==> config.mk <==
export PLATFORM = sky130hd
export DESIGN_NAME = touch_coord_sampler
export DESIGN_NICKNAME = d
export VERILOG_FILES = /design/src/rtl/touch_pkg.sv /design/src/rtl/touch_spi_xfer.sv /design/src/rtl/touch_coord_sampler.sv
export SDC_FILE = /design/constraint.sdc
export NUM_CORES = 1
export LEC_CHECK = 0
export CAP_MARGIN = 10
export CORE_ASPECT_RATIO = 0.5
export CORE_UTILIZATION = 33
export DETAILED_ROUTE_END_ITERATION = 10
export PLACE_DENSITY = 0.49
export SYNTH_ARGS = -nofsm -noshare
export SYNTH_HDL_FRONTEND = slang
export SYNTH_SLANG_ARGS = --single-unit
==> constraint.sdc <==
create_clock -name clk -period 1.77 [get_ports clk]
set_input_delay 0.4425 -clock clk [delete_from_list [all_inputs] [get_ports clk]]
set_output_delay 0.4425 -clock clk [all_outputs]
set_load 0.02 [all_outputs]
==> src/rtl/touch_pkg.sv <==
// Shared constants, state types and helpers for the touch coordinate sampler.
// Contents: ADS7843 command bytes, SPI frame geometry, top-level and transfer FSM
// state types, and the per-axis jitter distance check.
package touch_pkg;

  // start=1, channel, MODE=1 (8-bit), DFR, PD=00
  localparam logic [7:0] TOUCH_CMD_X = 8'hD8;
  localparam logic [7:0] TOUCH_CMD_Y = 8'h98;

  localparam int unsigned FRAME_SCLKS    = 24;
  localparam int unsigned CMD_BITS       = 8;
  localparam int unsigned DATA_FIRST_CLK = 10;
  localparam int unsigned DATA_BITS      = 8;

  typedef enum logic [2:0] {
    StIdle,
    StWait,
    StConvX,
    StConvY,
    StAccum,
    StUpdate
  } touch_state_e;

  typedef enum logic [2:0] {
    XferIdle,
    XferLead,
    XferRun,
    XferTail,
    XferGap
  } xfer_state_e;

  // True when |smp - ref_smp| > limit, evaluated as a 9-bit signed difference.
  function automatic logic jitter_exceeds(input logic [7:0] smp, input logic [7:0] ref_smp,
                                          input logic [8:0] limit);
    logic signed [8:0] diff;
    logic        [8:0] mag;
    diff = $signed({1'b0, smp}) - $signed({1'b0, ref_smp});
    mag  = diff[8] ? 9'(-diff) : 9'(diff);
    return mag > limit;
  endfunction

endpackage

==> src/rtl/touch_spi_xfer.sv <==
// One 24-SCLK SPI conversion frame to an ADS7843-class controller.
// Ports:
//   clk, rst_n      - clock, async active-low reset
//   start           - one-cycle request, accepted only when idle
//   cmd[7:0]        - command byte shifted out MSB first on clocks 1-8
//   miso            - already-synchronized controller DOUT
//   spi_sclk/cs_n/mosi - SPI pins (SCLK idle low, CS active low)
//   done            - one-cycle pulse once the frame and the CS-high gap are over
//   data[7:0]       - result bits from clocks 10-17, valid from done onwards
module touch_spi_xfer
  import touch_pkg::*;
#(
  parameter int unsigned CLK_DIV = 25
) (
  input  logic       clk,
  input  logic       rst_n,
  input  logic       start,
  input  logic [7:0] cmd,
  input  logic       miso,
  output logic       spi_sclk,
  output logic       spi_cs_n,
  output logic       spi_mosi,
  output logic       done,
  output logic [7:0] data
);

  localparam int unsigned DivW   = $clog2(CLK_DIV);
  localparam logic [DivW-1:0] DivLast = DivW'(CLK_DIV - 1);
  localparam logic [4:0] LastClk = 5'(FRAME_SCLKS);
  localparam logic [4:0] CmdLast = 5'(CMD_BITS);
  localparam logic [4:0] DataLo  = 5'(DATA_FIRST_CLK);
  localparam logic [4:0] DataHi  = 5'(DATA_FIRST_CLK + DATA_BITS - 1);

  xfer_state_e     st_q, st_d;
  logic [DivW-1:0] div_q, div_d;
  logic [4:0]      clk_idx_q, clk_idx_d;
  logic            sclk_q, sclk_d;
  logic            cs_n_q, cs_n_d;
  logic            mosi_q, mosi_d;
  logic            done_q, done_d;
  logic [7:0]      sh_q, sh_d;
  logic [7:0]      data_q, data_d;
  logic            tick;

  // One tick per SCLK half-period.
  assign tick = (div_q == DivLast);

  always_comb begin
    st_d      = st_q;
    div_d     = tick ? '0 : div_q + DivW'(1);
    clk_idx_d = clk_idx_q;
    sclk_d    = sclk_q;
    cs_n_d    = cs_n_q;
    mosi_d    = mosi_q;
    done_d    = 1'b0;
    sh_d      = sh_q;
    data_d    = data_q;
    unique case (st_q)
      XferIdle: begin
        div_d = '0;
        if (start) begin
          cs_n_d    = 1'b0;
          mosi_d    = cmd[7];
          sh_d      = {cmd[6:0], 1'b0};
          data_d    = '0;
          clk_idx_d = '0;
          st_d      = XferLead;
        end
      end
      XferLead: begin
        if (tick) begin
          sclk_d    = 1'b1;
          clk_idx_d = 5'd1;
          st_d      = XferRun;
        end
      end
      XferRun: begin
        if (tick) begin
          if (sclk_q) begin
            sclk_d = 1'b0;
            // Capture at the end of the high phase: the synchronizer delay means the
            // synced value here is the bit that was on the pin at the rising edge.
            if (clk_idx_q >= DataLo && clk_idx_q <= DataHi) begin
              data_d = {data_q[6:0], miso};
            end
            if (clk_idx_q < CmdLast) begin
              mosi_d = sh_q[7];
              sh_d   = {sh_q[6:0], 1'b0};
            end else begin
              mosi_d = 1'b0;
            end
            if (clk_idx_q == LastClk) st_d = XferTail;
          end else begin
            sclk_d    = 1'b1;
            clk_idx_d = clk_idx_q + 5'd1;
          end
        end
      end
      XferTail: begin
        if (tick) begin
          cs_n_d    = 1'b1;
          clk_idx_d = '0;
          st_d      = XferGap;
        end
      end
      XferGap: begin
        // Two half-periods of CS high before the next frame may start.
        if (tick) begin
          if (clk_idx_q == 5'd1) begin
            done_d = 1'b1;
            st_d   = XferIdle;
          end else begin
            clk_idx_d = clk_idx_q + 5'd1;
          end
        end
      end
      default: st_d = XferIdle;
    endcase
  end

  always_ff @(posedge clk or negedge rst_n) begin
    if (!rst_n) begin
      st_q      <= XferIdle;
      div_q     <= '0;
      clk_idx_q <= '0;
      sclk_q    <= 1'b0;
      cs_n_q    <= 1'b1;
      mosi_q    <= 1'b0;
      done_q    <= 1'b0;
      sh_q      <= '0;
      data_q    <= '0;
    end else begin
      st_q      <= st_d;
      div_q     <= div_d;
      clk_idx_q <= clk_idx_d;
      sclk_q    <= sclk_d;
      cs_n_q    <= cs_n_d;
      mosi_q    <= mosi_d;
      done_q    <= done_d;
      sh_q      <= sh_d;
      data_q    <= data_d;
    end
  end

  assign spi_sclk = sclk_q;
  assign spi_cs_n = cs_n_q;
  assign spi_mosi = mosi_q;
  assign done     = done_q;
  assign data     = data_q;

endmodule

==> src/rtl/touch_coord_sampler.sv <==
// Touch coordinate sampler: polls an ADS7843-class controller while the pen is down,
// averages 2^AVG_LOG2 X/Y pairs and holds the last valid touch coordinates.
// Ports:
//   clk, rst_n            - clock, async active-low reset
//   pen_irq_n, spi_miso   - asynchronous inputs, 2-FF synchronized here
//   spi_sclk/cs_n/mosi    - SPI pins to the controller
//   x_hold, y_hold        - averaged coordinates, held after pen lift
//   touch_valid           - one-cycle pulse when x_hold/y_hold update
//   pen_down              - registered pen state, frozen while CS is low
// Build option: define TOUCH_JITTER_REJECT_EN to drop windows whose samples stray more
// than JITTER_MAX from the window's first sample.
module touch_coord_sampler
  import touch_pkg::*;
#(
  parameter int unsigned CLK_DIV         = 25,
  parameter int unsigned SAMPLE_INTERVAL = 50000,
  parameter int unsigned AVG_LOG2        = 2,
  parameter int unsigned JITTER_MAX      = 8
) (
  input  logic       clk,
  input  logic       rst_n,
  input  logic       pen_irq_n,
  input  logic       spi_miso,
  output logic       spi_sclk,
  output logic       spi_cs_n,
  output logic       spi_mosi,
  output logic [7:0] x_hold,
  output logic [7:0] y_hold,
  output logic       touch_valid,
  output logic       pen_down
);

  localparam int unsigned AccW = 8 + AVG_LOG2;
  localparam int unsigned CntW = AVG_LOG2 + 1;
  localparam int unsigned TmrW = $clog2(SAMPLE_INTERVAL);
  localparam logic [CntW-1:0] CntLast = CntW'((1 << AVG_LOG2) - 1);
  localparam logic [TmrW-1:0] TmrLoad = TmrW'(SAMPLE_INTERVAL - 1);

  if (CLK_DIV < 2) begin : gen_bad_clk_div
    $error("CLK_DIV must be at least 2");
  end
  if (AVG_LOG2 > 4) begin : gen_bad_avg_log2
    $error("AVG_LOG2 must be in 0..4");
  end
  if (JITTER_MAX > 255) begin : gen_bad_jitter_max
    $error("JITTER_MAX must fit in 8 bits");
  end

  logic pen_s1_q, pen_s2_q, miso_s1_q, miso_s2_q;
  logic pen_down_q, pen_down_d;

  touch_state_e    state_q, state_d;
  logic [TmrW-1:0] tmr_q, tmr_d;
  logic [AccW-1:0] acc_x_q, acc_x_d, acc_y_q, acc_y_d;
  logic [CntW-1:0] cnt_q, cnt_d;
  logic [7:0]      x_smp_q, x_smp_d, y_smp_q, y_smp_d;
  logic [7:0]      x_hold_q, x_hold_d, y_hold_q, y_hold_d;
  logic            valid_q, valid_d;
  logic            start_q, start_d;

  logic       xfer_done;
  logic [7:0] xfer_data;
  logic [7:0] xfer_cmd;
  logic       jit_ok;

  always_ff @(posedge clk or negedge rst_n) begin
    if (!rst_n) begin
      pen_s1_q  <= 1'b1;
      pen_s2_q  <= 1'b1;
      miso_s1_q <= 1'b0;
      miso_s2_q <= 1'b0;
    end else begin
      pen_s1_q  <= pen_irq_n;
      pen_s2_q  <= pen_s1_q;
      miso_s1_q <= spi_miso;
      miso_s2_q <= miso_s1_q;
    end
  end

  // PENIRQ is meaningless during a conversion, so only track it while CS is high.
  assign pen_down_d = spi_cs_n ? ~pen_s2_q : pen_down_q;

  // start_q and state_q change on the same edge, so the command follows state_q.
  assign xfer_cmd = (state_q == StConvY) ? TOUCH_CMD_Y : TOUCH_CMD_X;

  touch_spi_xfer #(
    .CLK_DIV (CLK_DIV)
  ) u_xfer (
    .clk      (clk),
    .rst_n    (rst_n),
    .start    (start_q),
    .cmd      (xfer_cmd),
    .miso     (miso_s2_q),
    .spi_sclk (spi_sclk),
    .spi_cs_n (spi_cs_n),
    .spi_mosi (spi_mosi),
    .done     (xfer_done),
    .data     (xfer_data)
  );

  always_comb begin
    state_d  = state_q;
    tmr_d    = (tmr_q != '0) ? tmr_q - TmrW'(1) : tmr_q;
    acc_x_d  = acc_x_q;
    acc_y_d  = acc_y_q;
    cnt_d    = cnt_q;
    x_smp_d  = x_smp_q;
    y_smp_d  = y_smp_q;
    x_hold_d = x_hold_q;
    y_hold_d = y_hold_q;
    valid_d  = 1'b0;
    start_d  = 1'b0;
    unique case (state_q)
      StIdle: begin
        if (pen_down_q) begin
          acc_x_d = '0;
          acc_y_d = '0;
          cnt_d   = '0;
          tmr_d   = TmrLoad;
          start_d = 1'b1;
          state_d = StConvX;
        end
      end
      StConvX: begin
        if (xfer_done) begin
          x_smp_d = xfer_data;
          start_d = 1'b1;
          state_d = StConvY;
        end
      end
      StConvY: begin
        if (xfer_done) begin
          y_smp_d = xfer_data;
          state_d = StAccum;
        end
      end
      StAccum: begin
        acc_x_d = acc_x_q + AccW'(x_smp_q);
        acc_y_d = acc_y_q + AccW'(y_smp_q);
        cnt_d   = cnt_q + CntW'(1);
        state_d = (cnt_q == CntLast) ? StUpdate : StWait;
      end
      StWait: begin
        if (tmr_q == '0) begin
          if (pen_down_q) begin
            tmr_d   = TmrLoad;
            start_d = 1'b1;
            state_d = StConvX;
          end else begin
            acc_x_d = '0;
            acc_y_d = '0;
            cnt_d   = '0;
            state_d = StIdle;
          end
        end
      end
      StUpdate: begin
        if (pen_down_q && jit_ok) begin
          x_hold_d = acc_x_q[AVG_LOG2 +: 8];
          y_hold_d = acc_y_q[AVG_LOG2 +: 8];
          valid_d  = 1'b1;
        end
        acc_x_d = '0;
        acc_y_d = '0;
        cnt_d   = '0;
        state_d = StWait;
      end
      default: state_d = StIdle;
    endcase
  end

  always_ff @(posedge clk or negedge rst_n) begin
    if (!rst_n) begin
      pen_down_q <= 1'b0;
      state_q    <= StIdle;
      tmr_q      <= '0;
      acc_x_q    <= '0;
      acc_y_q    <= '0;
      cnt_q      <= '0;
      x_smp_q    <= '0;
      y_smp_q    <= '0;
      x_hold_q   <= '0;
      y_hold_q   <= '0;
      valid_q    <= 1'b0;
      start_q    <= 1'b0;
    end else begin
      pen_down_q <= pen_down_d;
      state_q    <= state_d;
      tmr_q      <= tmr_d;
      acc_x_q    <= acc_x_d;
      acc_y_q    <= acc_y_d;
      cnt_q      <= cnt_d;
      x_smp_q    <= x_smp_d;
      y_smp_q    <= y_smp_d;
      x_hold_q   <= x_hold_d;
      y_hold_q   <= y_hold_d;
      valid_q    <= valid_d;
      start_q    <= start_d;
    end
  end

`ifdef TOUCH_JITTER_REJECT_EN
  localparam logic [8:0] JitLimit = 9'(JITTER_MAX);

  logic [7:0] first_x_q, first_x_d, first_y_q, first_y_d;
  logic       jit_bad_q, jit_bad_d;

  // The first pair of a window is the reference; any later pair straying too far
  // poisons the window until UPDATE (or a return to IDLE) clears it.
  always_comb begin
    first_x_d = first_x_q;
    first_y_d = first_y_q;
    jit_bad_d = jit_bad_q;
    if (state_q == StIdle || state_q == StUpdate) begin
      jit_bad_d = 1'b0;
    end else if (state_q == StAccum) begin
      if (cnt_q == '0) begin
        first_x_d = x_smp_q;
        first_y_d = y_smp_q;
      end else if (jitter_exceeds(x_smp_q, first_x_q, JitLimit) ||
                   jitter_exceeds(y_smp_q, first_y_q, JitLimit)) begin
        jit_bad_d = 1'b1;
      end
    end
  end

  always_ff @(posedge clk or negedge rst_n) begin
    if (!rst_n) begin
      first_x_q <= '0;
      first_y_q <= '0;
      jit_bad_q <= 1'b0;
    end else begin
      first_x_q <= first_x_d;
      first_y_q <= first_y_d;
      jit_bad_q <= jit_bad_d;
    end
  end

  assign jit_ok = ~jit_bad_q;
`else
  assign jit_ok = 1'b1;
`endif

  assign x_hold      = x_hold_q;
  assign y_hold      = y_hold_q;
  assign touch_valid = valid_q;
  assign pen_down    = pen_down_q;

endmodule

==> metrics.md, run 1 <==
| Metric | Value |
|---|---|
| Status | finished with violations |
| Violated checks | setup timing |
| Slowest stage cell, crit path | or4_4 |
| Worst r2r src | tmr_q[4]$_DFF_PN0_ |
| Clock buffer count from CTS | 9 |
| Switching pwr | 1.047 mW |
| Yosys top cell area share | 48.71% |
| Vias in the first global route | 4330 |
| Tot GR Track Use | 16.66% |
| Area growth, synth to finish | 39.18% |
| Pint | 3.801 mW |
| Detailed placer's ending HPWL | 9310 um |
| Compound-Gate Fraction of Synth Area | 15.14% |
| Skew-Pair Late Insertion Delay | 360 ps |
| Net count, final | 671 |
| Setup TNS | -476.5 ps |
| Simple-gate share of the synthesized area | 15.23% |
| Worst Setup SP | tmr_q[4]$_DFF_PN0_ |
| DRC Markers | 0 |
| Clock Sinks | 110 |
| Final Hold Viols | 0 |
| N_diodes | 0 |
| H-tree depth | 3 |
| Pre-antenna DRT Iters | 4 |
| Via Count | 4270 |
| Distinct cells, synth | 61 |
| CTS tree | built |
| Reg power frac | 51.9% |
| Layout Utilization | 48.37% |
| Critical path arrival | 2140 ps |
| Synth Net Count | 544 |
| Max incr delay on CP | 550 ps |
| Number of synthesized flops with an enable pin | 0 |
| Initial DRC Count | 175 |
| Min-Delay Path Class | reg2reg |
| M3 GR Usage | 3.972% |
| Post-synth ARST share | 100.0% |
| Largest net degree at the start of global routing | 29 |
| Area leader, netlist | dfrtp_1 |
| CORE AREA | 15820 um^2 |
| Final Max Tran Viols | 0 |
| Post-layout minimum cycle time | 1842 ps |
| Final hold slack | 350.4 ps |
| DR WL/cell | 15.20 um |
| GR peak layer | met2 |
| Clock Skew | 11.30 ps |
| CP cell instances | buf_4 > buf_6 > or4_4 > nor2_4 > o311ai_2 > xor2_1 > nor2_1 |
| Initial Util | 34.75% |
| Worst slew margin relative to its limit | 71.12% |
| Crit-path leading delay family | simple AND/OR/NAND/NOR gates |
| Total gr overflow | 0 |
| Area share of fa/ha/maj cells after synthesis | 6.419% |
| Primary FF master, synth | dfrtp_1 |
| Nature of the critical path endpoint | flop |
| Avg Vias per Cell | 4.931 |
| Area contributors post-synth | dfrtp_1 (49%), mux2_2 (6.4%), ha_1 (5.7%) |
| Post-Route WL | 13160 um |
| Met1 Use GR | 23.44% |
| Routability cong. | 0.8098 |
| Pleak | 3.862 nW |
| ANT nets after route | 0 |
| FP Rows | 32 |
| Die span in y | 93.26 um |
| Critical Path Fanout Max | 4 |
| Largest family of logic cells by synthesized area | simple AND/OR/NAND/NOR gates |
| Root buf cell | clkbuf_16 |
| Setup ws final | -72.37 ps |
| Die Wd | 184.5 um |
| First-pass GRT wire length | 22140 um |
| Placed inst area | 6751 um^2 |
| Clk network pwr share | 46.5% |
| WP data required | 2070 ps |
| DIE AREA | 17210 um^2 |
| Combinational Power Share | 1.6% |
| Synth Register Bits | 110 |
| GR Layer Usage met2 | 25.72% |
| Io pins | 25 |
| Sequential fraction of the synthesis area | 50.15% |
| Switching part of the total | 21.59% |
| VDD IR max | 0.0005240 V |
| Synth warn | 0 |
| Design area | 7650 um^2 |
| Synth Instances | 513 |
| # setup viols final | 15 |
| HP Start | miso_s1_q$_DFF_PN0_ |
| Avg Cell Area, Syn | 10.71 um^2 |
| Worst-Margin Slew | 427.8 ps |
| CTS clk-pin slew, worst paths | 80 ps |
| Crit share post-route | 104.1% |
| # Max-Cap Violations | 0 |
| Xor and xnor fraction of the mapped netlist area | 3.824% |
| Share of layout cells above drive strength 1 | 38.14% |
| CTS Buffer Depth | 2 |
| Buf+Inv Stages, Crit Path | 2 |
| RSZ-0062 raised after global routing | true |
| Post-synthesis mux area share | 6.897% |
| Fmax | 542.8 MHz |
| PortBufs | 24 |
| Startpoint Class | flop |
| Mapped cell area | 5497 um^2 |
| PwrDens | 633.7 nW/um^2 |
| Initial antenna violation count | 0 |
| WS Path Type | reg2reg |
sequential cells by signal, summed over array words and instances, names as in the netlist, 3 cells and up:
signal,count
acc_x_q,10
acc_y_q,10
cnt_q,3
state_q,3
tmr_q,16
u_xfer.clk_idx_q,5
u_xfer.data,8
u_xfer.div_q,5
u_xfer.sh_q,4
u_xfer.st_q,3
x_hold,8
x_smp_q,8
y_hold,8
y_smp_q,8
layout by cell type (no fill, tap or decap), types with 8 or more instances in the layout:
master	n
o21ai_1	18
xor2_1	15
inv_1	14
nor2_1	36
mux2_2	30
buf_4	86
ha_1	19
a22o_1	8
a21bo_2	9
dlymetal6s2s_1	10
nand2_1	38
a21oi_1	10
o21ai_0	11
clkbuf_16	9
nand3_1	11
nor2b_1	9
nand4_1	10
buf_6	16
dlygate4sd2_1	10
dfrtp_1	107
through the flow:
stage / setup slack (ps) / power, mW / cells
final: -72.37 / 4.847 / 866
after global routing: -193.1 / 5.039 / 866
after CTS: -90.94 / 4.937 / 860
after detailed placement: -166.9 / 2.648 / 836
after global placement: -102.6 / 2.648 / 836
after floorplan: -57.91 / 2.569 / 513
kinds of logic after synthesis:
family	after synthesis
AOI/OAI and AO/OA	121
xor gates and xnor gates	24
adders and majority gates	27
buffers and inverters	33
DFF	110
muxes	34
and+or+nand+nor	164
worst reg2reg max path, delay by kind of cell (launching register included):
family,cells,cell delay [ps]
compound gates,1,130
xor+xnor,1,190
buf+inv,2,260
flops,1,420
simple gates,3,790
repair_timing:
action,in CTS,in global routing
gates resized for setup,43,104
setup buffers,7,6
endpoints found under the hold margin,13,0
pin swaps,15,36
hold buffers,1,0
setup endpoints to repair,48,69
metal layers:
| layer | up-vias | wire (um) |
|---|---|---|
| met5 | - | 0 |
| met4 | 0 | 144 |
| met3 | 12 | 360 |
| met2 | 46 | 5902 |
| met1 | 2094 | 6754 |
| li1 | 2118 | - |
path summary, 6_finish.rpt:
kind	cells after the start	slack, ps	to
max	7	-70	tmr_q[11]$_DFF_PN0_
min	0	350	miso_s2_q$_DFF_PN0_
max reg2reg	7	-70	tmr_q[11]$_DFF_PN0_
min reg2reg	0	350	miso_s2_q$_DFF_PN0_
max in group asynchronous	3	630	u_xfer.spi_cs_n$_DFFE_PN1P_
min in group asynchronous	2	540	acc_y_q[5]$_DFFE_PN0P_
synthesized netlist by cell type, drive strengths merged (5+ instances only):
master,count
a21bo,9
a21o,5
a21oi,18
a22o,8
clkbuf,14
dfrtp,107
ha,25
inv,15
mux2,31
nand2,44
nand2b,5
nand3,13
nand4,10
nor2,38
nor2b,9
nor3,13
o211ai,6
o21ai,38
xnor2,9
xor2,15
power groups by stage:
| stage | clock network, mW | registers [mW] | logic, mW |
|---|---|---|---|
| finish | 2.25 | 2.52 | 0.0760 |
| global route | 2.43 | 2.52 | 0.0901 |
| CTS | 2.34 | 2.52 | 0.0815 |
| detailed placement | 0 | 2.57 | 0.0800 |
| global placement | 0 | 2.57 | 0.0796 |
| floorplan | 0 | 2.57 | 0.0000394 |
layout make-up:
class | instances | area, um^2
Clock buffer | 9 | 225.2
Tap cell | 221 | 276.5
Clock inverter | 7 | 102.6
Fill cell | 1482 | 8165
Sequential cell | 110 | 2756
Multi-Input combinational cell | 370 | 3004
Inverter | 15 | 56.30
Timing Repair Buffer | 134 | 1229
Note: power is estimated with default switching activity, not from simulation.
==> inputs of run 2 (changes only) <==
CORE_MARGIN = 2   (was default)
==> metrics.md, run 2 (same netlist as run 1, synthesis figures left out) <==
| Metric | Value |
|---|---|
| Status | finished with violations |
| Violated checks | setup timing |
| H-tree depth | 3 |
| Via Count | 4198 |
| Detailed placer's ending HPWL | 9344 um |
| Final hold slack | 354.6 ps |
| Routability cong. | 0.8016 |
| Worst-Margin Slew | 440.1 ps |
| CTS clk-pin slew, worst paths | 80 ps |
| Vias in the first global route | 4258 |
| Most common cell after layout, fill and taps aside | dfrtp_1 |
| Skew-Pair Late Insertion Delay | 350 ps |
| Clk network pwr share | 43.4% |
| Max incr delay on CP | 420 ps |
| First-pass GRT wire length | 22130 um |
| Buf+Inv Stages, Crit Path | 0 |
| Post-Route WL | 13060 um |
| # Max-Cap Violations | 0 |
| FP Rows | 33 |
| Avg Vias per Cell | 4.887 |
| Reg power frac | 54.9% |
| Combinational Power Share | 1.7% |
| Max reg flops | 16 |
| Nature of the critical path endpoint | flop |
| Top reg by flops | tmr_q |
| Setup ws final | -101.8 ps |
| Min-Delay Path Class | reg2reg |
| Reg2Reg Depth | 6 |
| CORE AREA | 16350 um^2 |
| Tot GR Track Use | 15.88% |
| Area growth, synth to finish | 32.89% |
| Worst slack, placed | -161.1 ps |
| Pint | 3.513 mW |
| Worst slew margin relative to its limit | 70.59% |
| Io pins | 25 |
| VDD IR max | 0.0004708 V |
| Crit share post-route | 105.8% |
| Largest net degree at the start of global routing | 25 |
| Setup TNS | -1049 ps |
| Worst hold path depth | 0 |
| Crit-path leading delay family | compound AO/OA/AOI/OAI gates |
| Largest regs | tmr_q: 16 flops, acc_x_q: 10 flops, acc_y_q: 10 flops |
| WS Path Type | reg2reg |
| Root buf cell | clkbuf_16 |
| Total gr overflow | 0 |
| Critical Path Fanout Max | 3 |
| Die Wd | 186.5 um |
| Post-layout minimum cycle time | 1872 ps |
| Switching pwr | 1.071 mW |
| DRC Markers | 0 |
| # setup viols final | 31 |
| Pleak | 3.685 nW |
| WP data required | 2010 ps |
| Most frequent cells in the layout | dfrtp_1 (106), buf_4 (87), nand2_1 (38) |
| Net count, final | 658 |
| DR WL/cell | 15.20 um |
| Initial antenna violation count | 0 |
| Critical path arrival | 2110 ps |
| PwrDens | 627.7 nW/um^2 |
| Clock Sinks | 110 |
| Clock buffer count from CTS | 9 |
| CTS tree | built |
| PortBufs | 24 |
| CTS Buffer Depth | 2 |
| N_diodes | 0 |
| Fmax | 534.3 MHz |
| CP cell instances | ha_1 > a21oi_2 > o22ai_2 > o31ai_2 > a21oi_1 > mux2_2 |
| Pre-antenna DRT Iters | 4 |
| Layout Utilization | 44.67% |
| Switching part of the total | 23.37% |
| RSZ-0062 raised after global routing | true |
| Final Max Tran Viols | 0 |
| Clock Skew | 10.83 ps |
| Startpoint Class | flop |
| Slowest stage cell, crit path | dfrtp_1 |
| Die span in y | 95.26 um |
| Initial DRC Count | 245 |
| Initial Util | 33.62% |
| Share of layout cells above drive strength 1 | 33.23% |
| Worst path depth | 6 |
| ANT nets after route | 0 |
| DIE AREA | 17770 um^2 |
| Final Hold Viols | 0 |
run 2: path summary, 6_finish.rpt:
kind | start | end | slack, ps
max in group asynchronous | rst_n | u_xfer.sh_q[4]$_DFFE_PN0P_ | 670
min in group asynchronous | rst_n | cnt_q[1]$_DFFE_PN0P_ | 540
setup reg to reg | y_smp_q[1]$_DFFE_PN0P_ | acc_y_q[9]$_DFFE_PN0P_ | -100
hold / removal | miso_s1_q$_DFF_PN0_ | miso_s2_q$_DFF_PN0_ | 350
setup / recovery | y_smp_q[1]$_DFFE_PN0P_ | acc_y_q[9]$_DFFE_PN0P_ | -100
hold reg to reg | miso_s1_q$_DFF_PN0_ | miso_s2_q$_DFF_PN0_ | 350
run 2: repair_timing:
item                                   CTS  global route
resized for setup                       40            46
setup endpoints to repair               39            64
hold buffers                             1             0
pin swaps                               14            12
endpoints found under the hold margin   14             0
buffers inserted                         8             5
run 2: power by group through the flow:
stage          Sequential [mW]  Combinational, mW  Clock [mW]
2_1_floorplan             2.57          0.0000394           0
3_3_place_gp              2.57             0.0778           0
3_5_place_dp              2.57             0.0791           0
4_1_cts                   2.52             0.0813        2.06
5_1_grt                   2.52             0.0901        2.16
6_report                  2.52             0.0759        1.99
run 2: through the flow:
stage	instance area (um^2)	std cells	power [mW]
floorplan	5527	513	2.569
global placement	6661	829	2.646
detailed placement	6661	829	2.647
CTS	7116	854	4.656
global route	7305	859	4.767
finish	7305	859	4.585
run 2: cell type report:
| cell class | instances | area, um^2 |
|---|---|---|
| Fill cell | 1615 | 9046 |
| Multi-Input combinational cell | 370 | 2856 |
| Sequential cell | 110 | 2758 |
| Timing Repair Buffer | 121 | 1067 |
| Tap cell | 227 | 284.0 |
| Clock buffer | 9 | 225.2 |
| Clock inverter | 7 | 57.56 |
| Inverter | 15 | 56.30 |
run 2: per-layer routing:
metal	up-vias	global-route usage (%)	share of wire, %
li1	2093	-	-
met1	2059	22.92	54
met2	39	24.53	42
met3	7	3.165	2.9
met4	0	3.968	0.85
met5	-	0	0
==> inputs of run 3 (changes only) <==
CORE_UTILIZATION = 55   (was 33)
PLACE_DENSITY = 0.75   (was 0.49)
==> metrics.md, run 3 (same netlist as run 1, synthesis figures left out) <==
| Metric | Value |
|---|---|
| Critical path arrival | 2190 ps |
| VDD IR max | 0.0004869 V |
| CTS Buffer Depth | 2 |
| Final Hold Viols | 0 |
| Pwr Total | 4.542 mW |
| RSZ-0062 raised after global routing | true |
| Pre-antenna DRT Iters | 4 |
| Pleak | 3.620 nW |
| Nature of the critical path endpoint | flop |
| Reg power frac | 55.4% |
| Detailed placer's ending HPWL | 8640 um |
| Post-layout minimum cycle time | 1948 ps |
| Min-Delay Path Class | reg2reg |
| # setup viols final | 31 |
| DIE AREA | 10860 um^2 |
| Initial antenna violation count | 0 |
| WS Path Type | reg2reg |
| Avg Vias per Cell | 5.786 |
| WP data required | 2020 ps |
| Skew-Pair Late Insertion Delay | 360 ps |
| DR WL/cell | 17.88 um |
| Initial Util | 57.42% |
| Worst slew margin relative to its limit | 72.09% |
| Fmax | 513.4 MHz |
| Design area | 7273 um^2 |
| Vias in the first global route | 4292 |
| Routability cong. | 0.8840 |
| Worst r2r src | tmr_q[5]$_DFF_PN0_ |
| Switching pwr | 1.030 mW |
| PwrDens | 624.5 nW/um^2 |
| Critical Path Fanout Max | 5 |
| Total gr overflow | 0 |
| CORE AREA | 9572 um^2 |
| # Max-Cap Violations | 0 |
| Area growth, synth to finish | 32.32% |
| Placed instance count | 732 |
| Clk network pwr share | 42.9% |
| Combinational Power Share | 1.6% |
| Clock buffer count from CTS | 9 |
| DRC Markers | 0 |
| Clock Sinks | 110 |
| Switching part of the total | 22.68% |
| PortBufs | 24 |
| Initial DRC Count | 296 |
| Via Count | 4415 |
| Largest regs | tmr_q: 16 flops, acc_x_q: 10 flops, acc_y_q: 10 flops |
| Reg2Reg Depth | 5 |
| N_diodes | 0 |
| Net count, final | 654 |
| HP Start | pen_s1_q$_DFF_PN1_ |
| Violated checks | setup timing |
| CTS clk-pin slew, worst paths | 80 ps |
| Pint | 3.512 mW |
| Status | finished with violations |
| Die Wd | 145.4 um |
| Worst hold endpoint | pen_s2_q$_DFF_PN1_ |
| Clock Skew | 10.34 ps |
| Crit share post-route | 110.0% |
| Reg2Reg Setup Slack | -180 ps |
| Placed inst area | 6521 um^2 |
| Final Max Tran Viols | 0 |
| Most frequent cells in the layout | dfrtp_1 (107), buf_4 (72), nand2_1 (38) |
| FP Rows | 25 |
| Tot GR Track Use | 24.64% |
| Worst R2R End | acc_y_q[9]$_DFFE_PN0P_ |
| Startpoint Class | flop |
| ANT nets after route | 0 |
| Most common cell after layout, fill and taps aside | dfrtp_1 |
| Largest net degree at the start of global routing | 29 |
| Share of layout cells above drive strength 1 | 34.24% |
| Die span in y | 74.69 um |
| Top reg by flops | tmr_q |
| Final cell count without fillers | 763 |
| Io pins | 25 |
| Worst-Margin Slew | 413.3 ps |
| Root buf cell | clkbuf_16 |
| First-pass GRT wire length | 21000 um |
| Max reg flops | 16 |
| H-tree depth | 3 |
| Setup ws final | -177.8 ps |
| Worst hold path depth | 0 |
| CTS tree | built |
| Post-Route WL | 13640 um |
## run 3: cell types whose count changed in the layout (fill, tap and decap cells not counted), moves of 3 or more
| cell | before | now |
|---|---|---|
| dlymetal6s2s_1 | 9 | 4 |
| ha_1 | 21 | 18 |
| buf_4 | 87 | 72 |
| o21ai_0 | 28 | 14 |
| o21ai_1 | 5 | 17 |
| buf_6 | 4 | 12 |
| clkdlybuf4s50_1 | 3 | 6 |
## run 3: how the worst max path moves through the flow
stage | startpoint | endpoint | slack (ps) | cells past startpoint
after floorplan | u_xfer.div_q[0]$_DFF_PN0_ | u_xfer.data[0]$_DFFE_PN0P_ | -60 | 8
after global placement | acc_y_q[0]$_DFFE_PN0P_ | acc_y_q[6]$_DFFE_PN0P_ | -80 | 7
after detailed placement | acc_y_q[0]$_DFFE_PN0P_ | acc_y_q[8]$_DFFE_PN0P_ | -140 | 7
after CTS | tmr_q[13]$_DFF_PN0_ | acc_y_q[8]$_DFFE_PN0P_ | -100 | 6
after global routing | acc_y_q[0]$_DFFE_PN0P_ | acc_y_q[8]$_DFFE_PN0P_ | -200 | 7
final | tmr_q[5]$_DFF_PN0_ | acc_y_q[9]$_DFFE_PN0P_ | -180 | 5
## run 3: timing repair
item                                   4_1_cts  5_1_grt
pin swaps                                    6       36
setup endpoints to repair                   49       59
gates resized for setup                     33       86
buffers inserted                             4        8
cloned                                       0        3
hold buffers                                 1        0
endpoints found under the hold margin       16        0
## run 3: worst max-delay path: stages (launching register included)
cell and delay, ps:
dfrtp_1 410, nor4_4 330, nand3_2 160, o31a_4 440, a31o_1 230, mux2_4 270
## run 3: layer usage
layer,track usage [%],part of all wire (%)
met1,33.33,46
met3,5.636,3.8
met4,7.081,2.0
met5,0,0
met2,41.23,48
## run 3: metrics by stage
step	hold WS [ps]	setup slack [ps]	utilization, %	TNS [ps]
global route	365.7	-196.3	75.99	-3641
global placement	347.7	-78.53	68.13	-270.8
CTS	362.6	-99.33	72.31	-424.9
floorplan	146.9	-57.91	-	-463.3
detailed placement	349.6	-140.6	68.13	-771.7
finish	360.4	-177.8	75.99	-1760
## run 3: area by class of cell
class	instances	area [um^2]
multi-input cells	370	2928
flip-flops and latches	110	2756
fillers	622	2298
repair buffers	117	1080
clock buffers	9	225.2
well taps	135	168.9
clock inverters	7	58.81
inverters	15	56.30
## run 3: power by group through the flow
stage                     sequential, mW  clock, mW  combinational [mW]
after floorplan                     2.57          0           0.0000394
after global placement              2.57          0              0.0749
after detailed placement            2.57          0              0.0762
after CTS                           2.52       1.97              0.0786
after global routing                2.52       2.07              0.0861
final                               2.52       1.95              0.0740
